===== src/rtl/noc_pkg.sv =====
// -----------------------------------------------------------------------------
// noc_pkg
// Shared definitions for the buffered cluster router.
//   - Port index constants (N, S, W, E). Extra ports follow E.
//   - Legacy direction-mode enum used by existing cluster configuration.
//   - mode_to_mask(): converts a legacy mode into a 4-bit destination mask.
//     Bit order matches the port indices: bit0=N, bit1=S, bit2=W, bit3=E.
// -----------------------------------------------------------------------------
package noc_pkg;

    localparam int PORT_NORTH = 0;
    localparam int PORT_SOUTH = 1;
    localparam int PORT_WEST  = 2;
    localparam int PORT_EAST  = 3;

    typedef enum logic [3:0] {
        ALL,
        NORTH,
        SOUTH,
        WEST,
        EAST,
        EASTNORTH,
        EASTSOUTH,
        EASTWEST,
        WESTNORTH,
        WESTSOUTH,
        WESTEAST
    } dir_mode_e;

    function automatic logic [3:0] mode_to_mask(input dir_mode_e mode);
        logic [3:0] mask;
        mask = '0;
        case (mode)
            ALL:       mask = 4'b1111;
            NORTH:     mask[PORT_NORTH] = 1'b1;
            SOUTH:     mask[PORT_SOUTH] = 1'b1;
            WEST:      mask[PORT_WEST]  = 1'b1;
            EAST:      mask[PORT_EAST]  = 1'b1;
            EASTNORTH: begin mask[PORT_EAST] = 1'b1; mask[PORT_NORTH] = 1'b1; end
            EASTSOUTH: begin mask[PORT_EAST] = 1'b1; mask[PORT_SOUTH] = 1'b1; end
            EASTWEST,
            WESTEAST:  begin mask[PORT_EAST] = 1'b1; mask[PORT_WEST]  = 1'b1; end
            WESTNORTH: begin mask[PORT_WEST] = 1'b1; mask[PORT_NORTH] = 1'b1; end
            WESTSOUTH: begin mask[PORT_WEST] = 1'b1; mask[PORT_SOUTH] = 1'b1; end
            default:   mask = '0;
        endcase
        return mask;
    endfunction

endpackage


===== src/rtl/noc_router_buffered_if.sv =====
// -----------------------------------------------------------------------------
// noc_router_buffered_if
// Flit handshake bundle of the buffered router, all ports flattened.
//   in_data_i / in_valid_i / in_ready_o    : per-port input flits (to router)
//   out_data_o / out_valid_o / out_ready_i : per-port output flits (from router)
// Port i occupies bits [i*DATA_WIDTH +: DATA_WIDTH] of the data vectors.
// Modports: slave = router side, master = traffic source/sink side.
// -----------------------------------------------------------------------------
interface noc_router_buffered_if #(
    parameter int DATA_WIDTH = 16,
    parameter int NUM_PORTS  = 4
);
    logic [NUM_PORTS*DATA_WIDTH-1:0] in_data_i;
    logic [NUM_PORTS-1:0]            in_valid_i;
    logic [NUM_PORTS-1:0]            in_ready_o;
    logic [NUM_PORTS*DATA_WIDTH-1:0] out_data_o;
    logic [NUM_PORTS-1:0]            out_valid_o;
    logic [NUM_PORTS-1:0]            out_ready_i;

    modport master (
        output in_data_i, in_valid_i, out_ready_i,
        input  in_ready_o, out_data_o, out_valid_o
    );

    modport slave (
        input  in_data_i, in_valid_i, out_ready_i,
        output in_ready_o, out_data_o, out_valid_o
    );
endinterface


===== src/rtl/noc_fifo.sv =====
// -----------------------------------------------------------------------------
// noc_fifo
// Synchronous FIFO, one per router input.
//   clk, reset      : clock, synchronous active-high reset
//   push, push_data : write request and flit (ignored when full)
//   pop             : read request (ignored when empty)
//   head            : flit at the read pointer
//   full, empty     : occupancy flags
// Pointers carry one extra wrap bit; equal pointers mean empty, pointers that
// differ only in the wrap bit mean full.
// -----------------------------------------------------------------------------
module noc_fifo #(
    parameter int DATA_WIDTH = 16,
    parameter int FIFO_DEPTH = 4
) (
    input  logic                  clk,
    input  logic                  reset,
    input  logic                  push,
    input  logic [DATA_WIDTH-1:0] push_data,
    input  logic                  pop,
    output logic [DATA_WIDTH-1:0] head,
    output logic                  full,
    output logic                  empty
);
    localparam int AW = $clog2(FIFO_DEPTH);
    localparam logic [AW:0] PTR_ONE = 1;

    logic [DATA_WIDTH-1:0] mem [FIFO_DEPTH];
    logic [AW:0]           wr_ptr;
    logic [AW:0]           rd_ptr;

    assign empty = (wr_ptr == rd_ptr);
    assign full  = (wr_ptr[AW] != rd_ptr[AW]) && (wr_ptr[AW-1:0] == rd_ptr[AW-1:0]);
    assign head  = mem[rd_ptr[AW-1:0]];

    // NOTE: sequential state uses non-blocking (<=) so every register sees
    // the pre-edge value of every other register.
    always_ff @(posedge clk) begin
        if (reset) begin
            wr_ptr <= '0;
            rd_ptr <= '0;
        end else begin
            if (push && !full) wr_ptr <= wr_ptr + PTR_ONE;
            if (pop && !empty) rd_ptr <= rd_ptr + PTR_ONE;
        end
    end

    // NOTE: the storage array is deliberately not reset; the pointers alone
    // define which entries are valid, so clearing data would only cost logic.
    always_ff @(posedge clk) begin
        if (push && !full) mem[wr_ptr[AW-1:0]] <= push_data;
    end

endmodule


===== src/rtl/noc_router_buffered.sv =====
// -----------------------------------------------------------------------------
// noc_router_buffered
// Buffered multicast cluster router with per-input FIFOs, registered outputs
// and round-robin allocation.
//   clk, reset   : clock, synchronous active-high reset
//   route_cfg_i  : destination mask per input, input i at [i*NUM_PORTS +: NUM_PORTS]
//   bus (slave)  : input/output flit handshakes for every port
//   drop_count_o : saturating count of flits discarded for an empty route
// A head flit fires only when every one of its destinations can load on the
// same edge, so multicast is all-or-nothing. A flit whose route (with its own
// port removed) is empty is discarded without claiming any output.
// -----------------------------------------------------------------------------
module noc_router_buffered
    import noc_pkg::*;
#(
    parameter int DATA_WIDTH = 16,
    parameter int NUM_PORTS  = 4,
    parameter int FIFO_DEPTH = 4,
    parameter int CNT_WIDTH  = 16
) (
    input  logic                           clk,
    input  logic                           reset,
    input  logic [NUM_PORTS*NUM_PORTS-1:0] route_cfg_i,
    noc_router_buffered_if.slave           bus,
    output logic [CNT_WIDTH-1:0]           drop_count_o
);
    localparam int PTR_W = (NUM_PORTS > 1) ? $clog2(NUM_PORTS) : 1;
    localparam logic [NUM_PORTS-1:0] BIT0 = 1;

    logic [NUM_PORTS-1:0]  full, empty, push, pop;
    logic [DATA_WIDTH-1:0] head [NUM_PORTS];
    logic [NUM_PORTS-1:0]  eff [NUM_PORTS];
    logic [NUM_PORTS-1:0]  avail, claimed, fire, drop;
    logic [PTR_W-1:0]      src [NUM_PORTS];
    logic [PTR_W-1:0]      ptr, ptr_next, scan_idx;
    logic                  any_fire;
    logic [CNT_WIDTH:0]    drop_n, cnt_sum;
    logic [CNT_WIDTH-1:0]  cnt_next;
    logic [DATA_WIDTH-1:0] out_data_q [NUM_PORTS];
    logic [NUM_PORTS-1:0]  out_valid_q;

    assign bus.in_ready_o  = ~full & {NUM_PORTS{~reset}};
    assign push            = bus.in_valid_i & bus.in_ready_o;
    assign pop             = fire | drop;
    assign bus.out_valid_o = out_valid_q;

    for (genvar i = 0; i < NUM_PORTS; i++) begin : g_port
        noc_fifo #(
            .DATA_WIDTH (DATA_WIDTH),
            .FIFO_DEPTH (FIFO_DEPTH)
        ) u_fifo (
            .clk       (clk),
            .reset     (reset),
            .push      (push[i]),
            .push_data (bus.in_data_i[i*DATA_WIDTH +: DATA_WIDTH]),
            .pop       (pop[i]),
            .head      (head[i]),
            .full      (full[i]),
            .empty     (empty[i])
        );

        // Own port is masked out: a flit never turns back where it came from.
        assign eff[i]   = route_cfg_i[i*NUM_PORTS +: NUM_PORTS] & ~(BIT0 << i);
        assign avail[i] = !out_valid_q[i] || bus.out_ready_i[i];
        assign bus.out_data_o[i*DATA_WIDTH +: DATA_WIDTH] = out_data_q[i];
    end

    // Round-robin scan starting at ptr. Earlier-scanned inputs claim outputs
    // first; a later input fires only if all its destinations are still free.
    always_comb begin
        // NOTE: every signal written here gets a default first, so no path
        // through the loop can leave a latch behind.
        claimed  = '0;
        fire     = '0;
        drop     = '0;
        any_fire = 1'b0;
        ptr_next = ptr;
        scan_idx = '0;
        for (int d = 0; d < NUM_PORTS; d++) src[d] = '0;
        for (int k = 0; k < NUM_PORTS; k++) begin
            scan_idx = PTR_W'((int'(ptr) + k) % NUM_PORTS);
            if (!empty[scan_idx]) begin
                if (eff[scan_idx] == '0) begin
                    drop[scan_idx] = 1'b1;
                end else if ((eff[scan_idx] & ~(avail & ~claimed)) == '0) begin
                    fire[scan_idx] = 1'b1;
                    claimed        = claimed | eff[scan_idx];
                    for (int d = 0; d < NUM_PORTS; d++) begin
                        if (eff[scan_idx][d]) src[d] = scan_idx;
                    end
                    if (!any_fire) begin
                        any_fire = 1'b1;
                        ptr_next = PTR_W'((int'(scan_idx) + 1) % NUM_PORTS);
                    end
                end
            end
        end
    end

    // Several inputs can drop on the same cycle; the sum saturates.
    always_comb begin
        drop_n = '0;
        for (int i = 0; i < NUM_PORTS; i++) begin
            drop_n = drop_n + {{CNT_WIDTH{1'b0}}, drop[i]};
        end
        cnt_sum  = {1'b0, drop_count_o} + drop_n;
        cnt_next = cnt_sum[CNT_WIDTH] ? '1 : cnt_sum[CNT_WIDTH-1:0];
    end

    always_ff @(posedge clk) begin
        if (reset) begin
            ptr          <= '0;
            out_valid_q  <= '0;
            drop_count_o <= '0;
            for (int d = 0; d < NUM_PORTS; d++) out_data_q[d] <= '0;
        end else begin
            ptr          <= ptr_next;
            drop_count_o <= cnt_next;
            for (int d = 0; d < NUM_PORTS; d++) begin
                if (claimed[d]) begin
                    out_data_q[d]  <= head[src[d]];
                    out_valid_q[d] <= 1'b1;
                end else if (bus.out_ready_i[d]) begin
                    out_valid_q[d] <= 1'b0;
                end
            end
        end
    end

endmodule

===== src/flat_wrapper.sv =====
// flat-port wrapper written by rule: the top's interface ports become plain ports
module noc_router_buffered_flat import noc_pkg::*;
#(
    parameter int DATA_WIDTH = 16,
    parameter int NUM_PORTS  = 4,
    parameter int FIFO_DEPTH = 4,
    parameter int CNT_WIDTH  = 16
)
  (clk, reset, route_cfg_i, drop_count_o, bus_in_data_i, bus_in_valid_i, bus_out_ready_i, bus_in_ready_o, bus_out_data_o, bus_out_valid_o);
  noc_router_buffered_if #(.DATA_WIDTH(DATA_WIDTH), .NUM_PORTS(NUM_PORTS)) bus_i ();
  input  logic clk;
  input  logic reset;
  input  logic [NUM_PORTS*NUM_PORTS-1:0] route_cfg_i;
  output logic [CNT_WIDTH-1:0] drop_count_o;
  input wire logic [$bits(bus_i.in_data_i)-1:0] bus_in_data_i;
  input wire logic [$bits(bus_i.in_valid_i)-1:0] bus_in_valid_i;
  input wire logic [$bits(bus_i.out_ready_i)-1:0] bus_out_ready_i;
  output wire logic [$bits(bus_i.in_ready_o)-1:0] bus_in_ready_o;
  output wire logic [$bits(bus_i.out_data_o)-1:0] bus_out_data_o;
  output wire logic [$bits(bus_i.out_valid_o)-1:0] bus_out_valid_o;
  assign bus_i.in_data_i = bus_in_data_i;
  assign bus_i.in_valid_i = bus_in_valid_i;
  assign bus_i.out_ready_i = bus_out_ready_i;
  assign bus_in_ready_o = bus_i.in_ready_o;
  assign bus_out_data_o = bus_i.out_data_o;
  assign bus_out_valid_o = bus_i.out_valid_o;
  noc_router_buffered #(.DATA_WIDTH(DATA_WIDTH), .NUM_PORTS(NUM_PORTS), .FIFO_DEPTH(FIFO_DEPTH), .CNT_WIDTH(CNT_WIDTH)) u_core (.clk(clk), .reset(reset), .route_cfg_i(route_cfg_i), .bus(bus_i), .drop_count_o(drop_count_o));
endmodule

===== config.mk =====
export PLATFORM = sky130hd
export DESIGN_NAME = noc_router_buffered_flat
export DESIGN_NICKNAME = d
export VERILOG_FILES = /design/src/rtl/noc_pkg.sv /design/src/rtl/noc_router_buffered_if.sv /design/src/rtl/noc_fifo.sv /design/src/rtl/noc_router_buffered.sv /design/src/flat_wrapper.sv
export SDC_FILE = /design/constraint.sdc
export NUM_CORES = 1
export LEC_CHECK = 0
export BUFFER_PORTS_ARGS = -buffer_cell sky130_fd_sc_hd__buf_4
export CORE_UTILIZATION = 40
export CTS_CLUSTER_SIZE = 24
export DETAILED_ROUTE_END_ITERATION = 16
export PLACE_DENSITY = 0.64
export SLEW_MARGIN = 20
export SYNTH_ARGS = -nofsm -noshare
export SYNTH_HDL_FRONTEND = slang
export SYNTH_HIERARCHICAL = 1
export SYNTH_SLANG_ARGS = --single-unit

===== constraint.sdc =====
create_clock -name clk -period 16.3 [get_ports clk]
set_input_delay 1.63 -clock clk [delete_from_list [all_inputs] [get_ports clk]]
set_output_delay 1.63 -clock clk [all_outputs]
set_load 0.1 [all_outputs]

### Word level (Yosys, flattened, before mapping)

Memories as Yosys holds them, arrays and structs flattened. A register that Yosys moved wholly into a read port is not among the register bits.
Index checks and enable logic that the tools add are counted.

| word-level totals | value |
|---|---|
| bits in registers | 46 |
| bits in writable memories | 320 |
| memories | 5 |
| output and inout bits | 88 |

Memories:

| memory | words | bits a word | read ports | clocked after Yosys merged registers in | wr ports | RTL line | text |
|---|---|---|---|---|---|---|---|
| u_core.g_port[0].u_fifo.mem | 4 | 16 | 1 | 1 | 1 | noc_fifo.sv:28 | `logic [DATA_WIDTH-1:0] mem [FIFO_DEPTH];` |
| u_core.g_port[1].u_fifo.mem | 4 | 16 | 1 | 1 | 1 | noc_fifo.sv:28 |  |
| u_core.g_port[2].u_fifo.mem | 4 | 16 | 1 | 1 | 1 | noc_fifo.sv:28 |  |
| u_core.g_port[3].u_fifo.mem | 4 | 16 | 1 | 1 | 1 | noc_fifo.sv:28 |  |
| u_core.out_data_q | 4 | 16 | 4 | 0 | 4 | noc_router_buffered.sv:39 | `logic [DATA_WIDTH-1:0] out_data_q [NUM_PORTS];` |

| cells by class | value |
|---|---|
| multiplexer cells | 167 |
| eq/ne operators | 12 |
| add/sub/neg operators | 18 |
| reductions and logical operators | 44 |
| order comparisons | 16 |
| bitwise gates (word level) | 40 |

Operators with widths:

| kind | count |
|---|---|
| $mux 16 | 13 |
| $mux 4 | 40 |
| $bmux 16 s2 | 4 |
| $mux 8 | 12 |
| $mux 2 | 39 |
| $mux 1 | 47 |
| $or 4x4->4 | 10 |
| $and 4x4->4 | 9 |
| $add 17x1->17 | 2 |
| $bmux 4 s2 | 4 |
| $logic_not 4->1 | 8 |
| $not 4->4 | 8 |
| $add 3x1->3 const B | 8 |
| $ge 3x3->1 const B | 8 |
| $not 2->3 | 8 |
| $add 16x17->17 | 1 |
| $logic_and 1x1->1 | 16 |
| $eq 3x3->1 | 4 |
| $logic_not 1->1 | 12 |
| $lt 2x3->1 const B | 4 |
| $add 2x1->2 const B | 4 |
| $bmux 1 s2 | 4 |
| $demux 1 s2 | 4 |
| $eq 2x2->1 | 4 |
| other kinds (8) | 24 |

### Longest topological paths before layout

Gate-level depths: netlist (run 1).

| depth | value |
|---|---|
| depth after elaboration | 38 |
| depth in mapped cells | 26 |
| mapped depth without buffers | 21 |

### Modules after synthesis

The synthesis (run 1) kept the hierarchy.

Modules (own cells, without submodules):

| module | cells an instance | instances | area each (sq um) |
|---|---|---|---|
| noc_fifo | 152 | 4 | 2885.3 |
| noc_router_buffered | 853 | 1 | 7795.0 |

### Worst setup path before layout (run 1)

OpenSTA, ideal clock, no wires.

| timing | value |
|---|---|
| path kind | flip-flop to flip-flop |
| start point | register u_core.ptr[0] |
| end point | register u_core.drop_count_o[13] |
| arrival time | 5.671 ns |
| setup slack | 10.559 ns |
| cell stages (with the launch flop) | 26 |
| library setup time | 0.070 ns |
| clock period less this slack | 5.741 ns |
| buffers on the path | 7 |
| required time | 16.230 ns |
| path through | dfxtp_1 -> buf_6 -> inv_2 -> buf_2 -> clkbuf_1 -> clkbuf_1 -> ha_1 -> buf_2 -> buf_2 -> mux2i_1 -> nor2_1 -> a31oi_1 -> nand4_1 -> nor2_1 -> a221oi_1 -> fa_1 -> inv_1 -> fa_1 -> inv_1 -> fa_1 -> nand2b_1 -> nor2_1 -> nand2_1 -> or3_1 -> clkbuf_1 -> a21oi_1 |

| on the way | value |
|---|---|
| cells in the longest elaborated chain, start to end | 21 |
| elaborated cells on any way between the ends | 67 |

Ends and longest elaborated chain:

| what | RTL line | text |
|---|---|---|
| start: declaration | noc_router_buffered.sv:35 | `logic [PTR_W-1:0] ptr, ptr_next, scan_idx;` |
| start signal: assignment | noc_router_buffered.sv:117 | `ptr <= ptr_next;` |
| parallel branches: the longest is 15 deep, another holds $lt 2x3->1 | - |  |
| $mux 4 * | noc_router_buffered.sv:82 | `if (!empty[scan_idx]) begin` |
| $add 1x1->2 | noc_router_buffered.sv:104 | `drop_n = drop_n + {{CNT_WIDTH{1'b0}}, drop[i]};` |
| $add 17x1->17 | noc_router_buffered.sv:104 |  |
| $add 17x1->17 * | noc_router_buffered.sv:104 |  |
| $add 16x17->17 * | noc_router_buffered.sv:106 | `cnt_sum = {1'b0, drop_count_o} + drop_n;` |
| $mux 16 * | noc_router_buffered.sv:107 | `cnt_next = cnt_sum[CNT_WIDTH] ? '1 : cnt_sum[CNT_WIDTH-1:0];` |
| end signal: assignment | noc_router_buffered.sv:118 | `drop_count_o <= cnt_next;` |
| end: declaration | noc_router_buffered.sv:25 | `output logic [CNT_WIDTH-1:0] drop_count_o` |

Mark *: on every way between the ends. The select of a mux whose other input is x is not followed.
A chain may end at the register's enable or synchronous reset.

### Worst setup path in the final report (run 1)

| timing | value |
|---|---|
| start point | register u_core.ptr[1] |
| end point | register u_core.drop_count_o[11] |

The elaborated chain is that of the path after synthesis.

==> impl_metrics.yaml, run 1 <==
status:
  status: "complete, no violations"
placed_design:
  gp_congestion: 0.920
  place_area_um2: 21000
  port_buffers: 173
  dp_slack_ns: 10.05
  hpwl_um: 37600
global_route:
  overflow: 0
  grt_pass1_wl_um: 79800
  grt.total_usage_pct: 21.5
  grt_max_degree: 78
  grt_pass1_vias: 12900
  antenna_found_initial: 0
sta:
  timing.setup.tns_ns: 0
  fin_worst_skew_ns: 0.0288
  slew-limit-headroom_pct: 27.7
  hold_viol_final: 0
  maxSlewViolCount: 0
  fmax_ghz: 0.161
  setup_viol: 0
  rsz0062_at_grt: "false"
  fin_crit_ns: 6.21
  layout_setup_ws_ns: 10.09
  worst_pin_slew_ns: 1.08
  finalCritPeriodShare_pct: 38.1
routing:
  drt_iter0_markers: 1298
  viasPerCell: 6.03
  detail_route.wl_per_cell_um: 23.8
  drt_wl_total_um: 53600
  firstDrtPassIters: 6
  drc_errors: 0
  antenna_left: 0
  vias: 13500
die:
  dieWidth_um: 222
  dieArea_um2: 49200
  core_um2: 47700
  rows: 80
  boundaryPins: 178
  die_h_um: 222
  initial_core_util_pct: 40.5
critical_path:
  worst-path-max-fanout: 31
  critPathTopFamily: "adder cells"
  cp_cell_sequence: "buf_4, clkinv_1, ha_1, buf_4, mux2i_1, nor2_1, a31oi_1, nand4_1, nor2_1, a221oi_1, fa_1, inv_1, fa_1, inv_1, fa_1, nand2b_1, nor2_1, nand2_1, or3_1, a21oi_1"
  crit_arrival_ns: 6.69
  crit_type: "reg -> reg"
  cp.depth: 20
  crit_buf_inv: 5
  cpPeakStageDelay_ns: 0.75
  cp-end-kind: "register"
  r2r_cells: 20
  cpMaxStageDelayCell: "ha_1"
  critPathRequiredTime_ns: 16.79
  startpoint_type: "register"
yosys:
  ys.flop_type: "edfxtp_1"
  synthDistinctLibCells: 100
  synth_seq_cells: 374
  syn_nets: 1581
  synthesis.area_um2: 19300
  synth-edff-count: 320
  yosysTopAreaCellShare_pct: 49.7
  yosysSeqAreaShare_pct: 55.3
  ys_top_cells_by_area: "edfxtp_1 50%, mux4_2 7.7%, dfxtp_1 5.6%"
  avgSynthCellArea_um2: 13.2
  synthCells: 1461
  synth_top_area_cell: "edfxtp_1"
  ys_async_sr_fraction_pct: 0
  yosysWarnings: 6
clocking:
  hold_buffers: 0
  numClockSinks: 374
  cts_tree: "built"
  post_cts_resized: 0
  post_cts_buffers: 0
  clockBufferDepth: 3
  root_buffer: "clkbuf_16"
  clk_pin_slew_ns: 0.06
  clock_latency_ns: 0.57
  htree_levels: 2
  cts_buffers: 41
finish:
  drive_gt1_share_pct: 24.6
  multi_input_area_um2: 7810
  seq_area_um2: 10700
  mostFrequentLayoutCell: "edfxtp_1"
  layout_common_cells: "320 x edfxtp_1, 187 x buf_4, 116 x nor2_1"
  nets: 1720
  finalInstanceArea_um2: 22300
  antenna_cells: 0
  area_growth_pct: 15.4
  num-fill-cells: 4207
power_and_ir_drop:
  p_leak_nw: 7.76
  cellPowerDensity_nw_per_um2: 204
  irDropWorstVdd_mv: 0.202
worst_hold_path:
  hold_path_class: "reg -> reg"
  hold_path_depth: 2
job:
  max-cap-violations: 0
-- power breakdown --
group / switching [mW] / leakage [nW] / internal (mW)
clock: 0.382 / 0.640 / 0.530
combinational: 1.63 / 3.67 / 0.685
sequential: 0.118 / 3.45 / 1.22
total: 2.13 / 7.76 / 2.43
-- per-layer routing --
metal	global-route usage [%]	vias to the layer above	routed length [µm]
met1	29.4	6886	22700
met4	5.65	0	1110
li1	-	6048	-
met2	35.0	533	26000
met3	3.92	74	3710
met5	0	-	0
-- cell usage after synthesis (all sizes together) (31+ instances only) --
cell,n
a21oi,36
a32o,32
buf,52
clkbuf,41
dfxtp,54
edfxtp,320
inv,78
mux2,42
mux2i,50
mux4,66
nand2,68
nand3,31
nor2,116
o211ai,38
o21ai,60
-- state kept, by name, indices dropped and copies added (netlist names), named ones only --
register,flops
u_core/drop_count_o,16
u_core/out_data_q,64
u_core/ptr,2
u_core/bus.out_valid_o,4
u_core/g_port.u_fifo/mem,256
u_core/g_port.u_fifo/wr_ptr,12
u_core/g_port.u_fifo/rd_ptr,12
-- layout make-up --
cell class              count  share of cell area, %
multi-input cells         915                   35.0
clock buffers              53                   4.94
inverters                  79                   1.33
clock inverters            21                  0.987
well taps                 615                   3.45
repair buffers            189                   6.39
flip-flops and latches    374                   47.9
-- metrics by stage --
step	std cells	power, mW	utilization [%]	hold WS, ns
final	2246	4.56	46.8	0.536
after floorplan	1461	3.08	-	0.494
after global routing	2246	4.75	46.8	0.572
after detailed placement	2171	3.63	44.0	0.528
after CTS	2245	4.56	46.7	0.538
after global placement	2170	3.61	43.9	0.518
-- cells by family after synthesis --
family | count (synthesis) | synth area share, %
XOR/XNOR | 36 | 1.63
flip-flops | 374 | 55.3
adder cells (fa/ha/maj) | 30 | 2.06
buffers and inverters | 172 | 4.56
AND/OR/NAND/NOR | 350 | 9.40
multiplexers | 158 | 13.1
AO/OA/AOI/OAI | 341 | 14.0
-- worst paths after layout --
path                                      from                                end  slack (ns)
max                              u_core/ptr[1]            u_core/drop_count_o[11]       10.09
min          u_core/g_port[2].u_fifo/wr_ptr[2]  u_core/g_port[2].u_fifo/wr_ptr[2]        0.54
max reg2reg                      u_core/ptr[1]            u_core/drop_count_o[11]       10.09
min reg2reg  u_core/g_port[2].u_fifo/wr_ptr[2]  u_core/g_port[2].u_fifo/wr_ptr[2]        0.54
-- tightest hold or removal path: cells and delay by family, from the launching register on --
family / cells / cell delay, ns
and+or+nand+nor: 1 / 0.07
DFF: 1 / 0.35
AOI/OAI and AO/OA: 1 / 0.06
(Power assumes the default switching activity.)
==> run 2, diff against run 1 <==
- ABC_AREA: unset -> 1
- PLACE_DENSITY: 0.64 -> 0.67
- clock period: 16.3 -> 5.3 ns (I/O delays scaled with it)
==> impl_metrics.yaml, run 2 <==
clocking:
  post_cts_buffers: 0
  clock_latency_ns: 0.59
  clk_pin_slew_ns: 0.06
  cts_tree: "built"
  root_buffer: "clkbuf_16"
  cts_buffers: 40
  numClockSinks: 374
  htree_levels: 2
  clockBufferDepth: 3
die:
  die_h_um: 218
  initial_core_util_pct: 40.9
  dieWidth_um: 218
  rows: 78
  dieArea_um2: 47600
  core_um2: 45800
  boundaryPins: 178
sta:
  finalCritPeriodShare_pct: 92.8
  whs_ns: 0.142
  fin_worst_skew_ns: 0.0360
  setup_viol: 0
  worst_pin_slew_ns: 0.983
  fmax_ghz: 0.203
  layout_setup_ws_ns: 0.382
  fin_crit_ns: 4.92
  hold_viol_final: 0
  slew-limit-headroom_pct: 34.4
  timing.setup.tns_ns: 0
  maxSlewViolCount: 0
  rsz0062_at_grt: "false"
routing:
  drt_iter0_markers: 1480
  drt_wl_total_um: 52000
  antenna_left: 0
  firstDrtPassIters: 6
  vias: 14500
  detail_route.wl_per_cell_um: 19.2
  drc_errors: 0
  viasPerCell: 5.39
yosys:
  synth-edff-count: 320
  synthDistinctLibCells: 55
  ys.flop_type: "edfxtp_1"
  synth_commonest_cells: "320 x edfxtp_1, 268 x nand2_1, 201 x inv_1, 194 x nor2_1, 190 x nand3_1"
  synthCells: 1912
  avgSynthCellArea_um2: 9.78
  synth_top_area_cell: "edfxtp_1"
  yosysSeqAreaShare_pct: 57.2
  yosysMostFrequentCell: "edfxtp_1"
  synthesis.area_um2: 18700
  synth_seq_cells: 374
  syn_nets: 2032
  yosysTopAreaCellShare_pct: 51.4
  yosysWarnings: 6
  ys_async_sr_fraction_pct: 0
  ys_top_cells_by_area: "edfxtp_1 51%, dfxtp_1 5.8%, nand2_1 5.4%"
finish:
  final_core_util_pct: 47.7
  final_cells: 2700
  nets: 2188
  mostFrequentLayoutCell: "edfxtp_1"
  drive_gt1_share_pct: 20.8
  area_growth_pct: 16.8
  num-fill-cells: 4179
  layout_common_cells: "320 x edfxtp_1, 268 x nand2_1, 201 x inv_1"
  largest_reg_flops: 256
job:
  max-cap-violations: 0
status:
  status: "complete, no violations"
power_and_ir_drop:
  cellPowerDensity_nw_per_um2: 695
  irDropWorstVdd_mv: 0.557
  p_leak_nw: 8.75
critical_path:
  cp_cell_sequence: "inv_2, ha_1, inv_1, buf_4, o21ai_2, nor4_2, inv_1, nor2_2, a221oi_2, fa_1, inv_1, fa_1, inv_1, fa_1, nand3b_1, nor3b_2, nand3_1, or4_1, and2_1, o21ai_0, inv_1"
  crit_arrival_ns: 5.37
  cp-end-kind: "register"
  critPathRequiredTime_ns: 5.75
  startpoint_type: "register"
  crit_top_cell: "inv_1"
  cpPeakStageDelay_ns: 0.47
  worst-path-max-fanout: 8
  crit_type: "reg -> reg"
  cpMaxStageDelayCell: "fa_1"
global_route:
  grt_pass1_vias: 13800
  grt_pass1_wl_um: 78900
  overflow: 0
  grt_max_degree: 36
  antenna_found_initial: 3
  grt.total_usage_pct: 21.8
placed_design:
  dp_slack_ns: 0.258
  post-place-cells: 2626
  gp_congestion: 0.916
  hpwl_um: 36900
  port_buffers: 173
worst_hold_path:
  hold_path_class: "in -> reg"
run 2: changes by cell type after synthesis, moves of 53 or more:
cell | before | now
nand2_2 | 0 | 53
nand3_1 | 30 | 190
inv_1 | 77 | 201
mux4_2 | 66 | 0
nand2_1 | 68 | 268
o21ai_1 | 13 | 121
a21oi_1 | 32 | 88
nor2_1 | 116 | 194
run 2: where the power goes:
part	internal, mW	total (mW)	switching (mW)
sequential	3.76	4.03	0.270
clock	1.65	2.83	1.18
combinational	2.06	8.32	6.26
run 2: per-layer routing:
metal / routed length, µm / vias up / share of wire [%] / track usage [%]
li1: - / 6911 / - / -
met1: 21900 / 7002 / 42 / 29.2
met2: 24300 / 538 / 47 / 35.0
met3: 4110 / 91 / 7.9 / 3.58
met4: 1720 / 2 / 3.3 / 9.02
met5: 13 / - / 0.025 / 0
run 2: cell type report:
cell class / count / area (µm²) / share of cell area [%]
multi-input combinational: 1226 / 6700 / 30.7
antenna: 2 / 5.00 / 0.0229
sequential: 374 / 10700 / 48.9
clock buffer: 49 / 1060 / 4.87
timing repair buffer: 194 / 1460 / 6.68
tap: 600 / 751 / 3.44
inverter: 232 / 883 / 4.04
clock inverter: 23 / 287 / 1.31
run 2: path summary, 6_finish.rpt:
check | depth (start not counted) | slack (ns) | end | startpoint
setup / recovery | 21 | 0.38 | u_core/drop_count_o[14] | u_core/ptr[0]
hold / removal | 1 | 0.14 | u_core/g_port[1].u_fifo/mem[2][7] | bus_in_data_i[23]
setup reg to reg | 21 | 0.38 | u_core/drop_count_o[14] | u_core/ptr[0]
hold reg to reg | 2 | 0.53 | u_core/drop_count_o[12] | u_core/drop_count_o[12]
run 2: cell families after synthesis:
| group | share of synthesized area [%] |
|---|---|
| and+or+nand+nor | 21.3 |
| buffers and inverters | 7.48 |
| adders and majority gates | 2.13 |
| xor gates and xnor gates | 0.375 |
| AOI/OAI and AO/OA | 11.5 |
| DFF | 57.2 |
run 2: critical path: cells and delay by family (launching register included):
kind	cells	cell delay [ns]
compound gates	3	0.43
flops	1	0.34
simple gates	7	1.91
fa+ha+maj	4	1.36
buf+inv	7	0.79
run 2: per-stage QoR:
step | power, mW | area, µm²
6_report | 15.2 | 21800
5_1_grt | 16.0 | 21800
4_1_cts | 15.1 | 21800
3_5_place_dp | 12.3 | 20400
3_3_place_gp | 12.1 | 20400
2_1_floorplan | 10.5 | 18700
run 2: timing repair:
item | 4_1_cts | 5_1_grt
resized for setup | 0 | 11
hold buffers | 0 | 0
setup endpoints to repair | 0 | 13
==> run 3, diff against run 2 <==
- clock period: 5.3 -> 4.5 ns (I/O delays scaled with it)
==> impl_metrics.yaml, run 3 (synthesis gave the netlist of run 2 again) <==
worst_hold_path:
  hold_path_depth: 1
  min_to: "u_core/g_port[1].u_fifo/mem[3][5]"
  hold_path_startpoint: "bus_in_data_i[21]"
  hold_path_class: "in -> reg"
clocking:
  numClockSinks: 374
  hold_buffers: 0
  clock_latency_ns: 0.57
  clk_pin_slew_ns: 0.06
  cts_buffers: 40
  htree_levels: 2
  clockBufferDepth: 3
  cts_tree: "built"
  root_buffer: "clkbuf_16"
sta:
  maxSlewViolCount: 0
  worst_pin_slew_ns: 1.03
  fin_crit_ns: 4.52
  rsz0062_at_grt: "true"
  fin_worst_skew_ns: 0.0216
  fmax_ghz: 0.221
  setup_viol: 6
  layout_setup_ws_ns: -0.0186
  hold_viol_final: 0
  finalCritPeriodShare_pct: 100
  timing.setup.tns_ns: -0.0409
  slew-limit-headroom_pct: 31.0
die:
  dieWidth_um: 218
  boundaryPins: 178
  dieArea_um2: 47600
  rows: 78
  core_um2: 45800
  die_h_um: 218
  initial_core_util_pct: 40.9
routing:
  viasPerCell: 5.34
  drt_iter0_markers: 1606
  detail_route.wl_per_cell_um: 18.7
  drt_wl_total_um: 52400
  vias: 15000
  firstDrtPassIters: 6
  drc_errors: 0
  antenna_left: 0
finish:
  layout_common_cells: "320 x edfxtp_1, 297 x buf_4, 265 x nand2_1"
  multi_input_area_um2: 6960
  area_growth_pct: 22.8
  drive_gt1_share_pct: 26.7
  num-fill-cells: 4083
  largest_reg_flops: 256
  nets: 2295
  final_cells: 2805
  mostFrequentLayoutCell: "edfxtp_1"
  finalInstanceArea_um2: 23000
  seq_area_um2: 10700
  antenna_cells: 0
critical_path:
  rrSetupSlack_ns: -0.02
  r2r_end: "u_core/drop_count_o[14]"
  crit_type: "reg -> reg"
  startpoint_type: "register"
  crit_top_cell: "inv_2"
  cp-end-kind: "register"
  cp_cell_sequence: "inv_2, ha_4, buf_6, a31oi_4, inv_2, nor4_4, buf_4, inv_2, nor2_4, nand2_2, o31ai_4, a221oi_4, fa_1, inv_2, fa_2, inv_2, fa_2, nand3b_1, nor3b_2, nand3_1, or4_4, and2_4, o21ai_2, inv_1"
  cpMaxStageDelayCell: "fa_1"
  critPathTopFamily: "simple AND/OR/NAND/NOR gates"
  crit_buf_inv: 8
  crit-reg2reg-launch: "u_core/ptr[1]"
  crit_arrival_ns: 4.98
  r2r_cells: 24
  cpPeakStageDelay_ns: 0.50
  worst-path-max-fanout: 6
  critPathRequiredTime_ns: 4.96
power_and_ir_drop:
  irDropWorstVdd_mv: 0.631
  p_leak_nw: 9.32
  cellPowerDensity_nw_per_um2: 823
global_route:
  overflow: 0
  grt_max_degree: 34
  grt_pass1_vias: 14000
  grt.total_usage_pct: 21.6
  antenna_found_initial: 0
  grt_pass1_wl_um: 78500
status:
  violations: "setup timing"
  status: "finished, violations left"
job:
  max-cap-violations: 0
placed_design:
  hpwl_um: 37600
  post-place-cells: 2721
  port_buffers: 173
  place_area_um2: 21300
  gp_congestion: 0.958
[run 3: cell types whose count changed in the layout (fill, tap and decap cells not counted), sizes merged]
cell	before	now
inv	231	230
clkinv	18	14
clkbuf	49	51
buf	194	301
diode	2	0
clkinvlp	2	5
[run 3: how the worst max path moves through the flow]
stage	start	endpoint	slack [ns]	cells past startpoint
final	u_core/ptr[1]	u_core/drop_count_o[14]	-0.02	24
after global routing	u_core/ptr[0]	u_core/drop_count_o[1]	-0.26	27
after floorplan	u_core/ptr[0]	u_core/drop_count_o[14]	-0.39	25
after global placement	route_cfg_i[6]	u_core/drop_count_o[14]	-0.18	22
after CTS	u_core/ptr[0]	u_core/drop_count_o[14]	0.0002	21
after detailed placement	route_cfg_i[6]	u_core/drop_count_o[14]	-0.09	22
[run 3: metal layers]
metal  up-vias  global-route usage (%)  wire length [µm]
met2       617                    35.4             24500
met4         0                    7.46              1720
met1      7121                    28.8             22000
li1       7131                       -                 -
met3       101                    3.95              4180
met5         -                       0                 0
[run 3: area by class of cell]
cell class | count | area share (%)
clock buffer | 51 | 4.85
clock inverter | 21 | 1.10
inverter | 232 | 3.88
multi-input combinational | 1226 | 30.3
sequential | 374 | 46.6
tap | 600 | 3.27
timing repair buffer | 301 | 10.0
[run 3: repair_timing]
action / 4_1_cts / 5_1_grt
setup endpoints to repair: 13 / 28
pin swaps: 3 / 18
gates cloned: 0 / 0
resized for setup: 7 / 40
setup buffers: 3 / 10
[run 3: through the flow]
| stage | hold slack [ns] | utilization (%) | setup WS, ns | power [mW] |
|---|---|---|---|---|
| 6_report | 0.0764 | 50.2 | -0.0186 | 18.9 |
| 3_3_place_gp | 0.510 | 46.6 | -0.183 | 15.1 |
| 2_1_floorplan | 0.516 | - | -0.394 | 12.5 |
| 5_1_grt | 0.0591 | 50.2 | -0.259 | 19.9 |
| 3_5_place_dp | 0.510 | 46.6 | -0.0862 | 15.2 |
| 4_1_cts | 0.0503 | 49.7 | 0.000174 | 18.6 |
[run 3: where the power goes]
group	internal [mW]	total (mW)	switching, mW
logic	3.17	10.8	7.61
clock network	2.00	3.37	1.37
registers	4.42	4.74	0.319
total	9.59	18.9	9.30
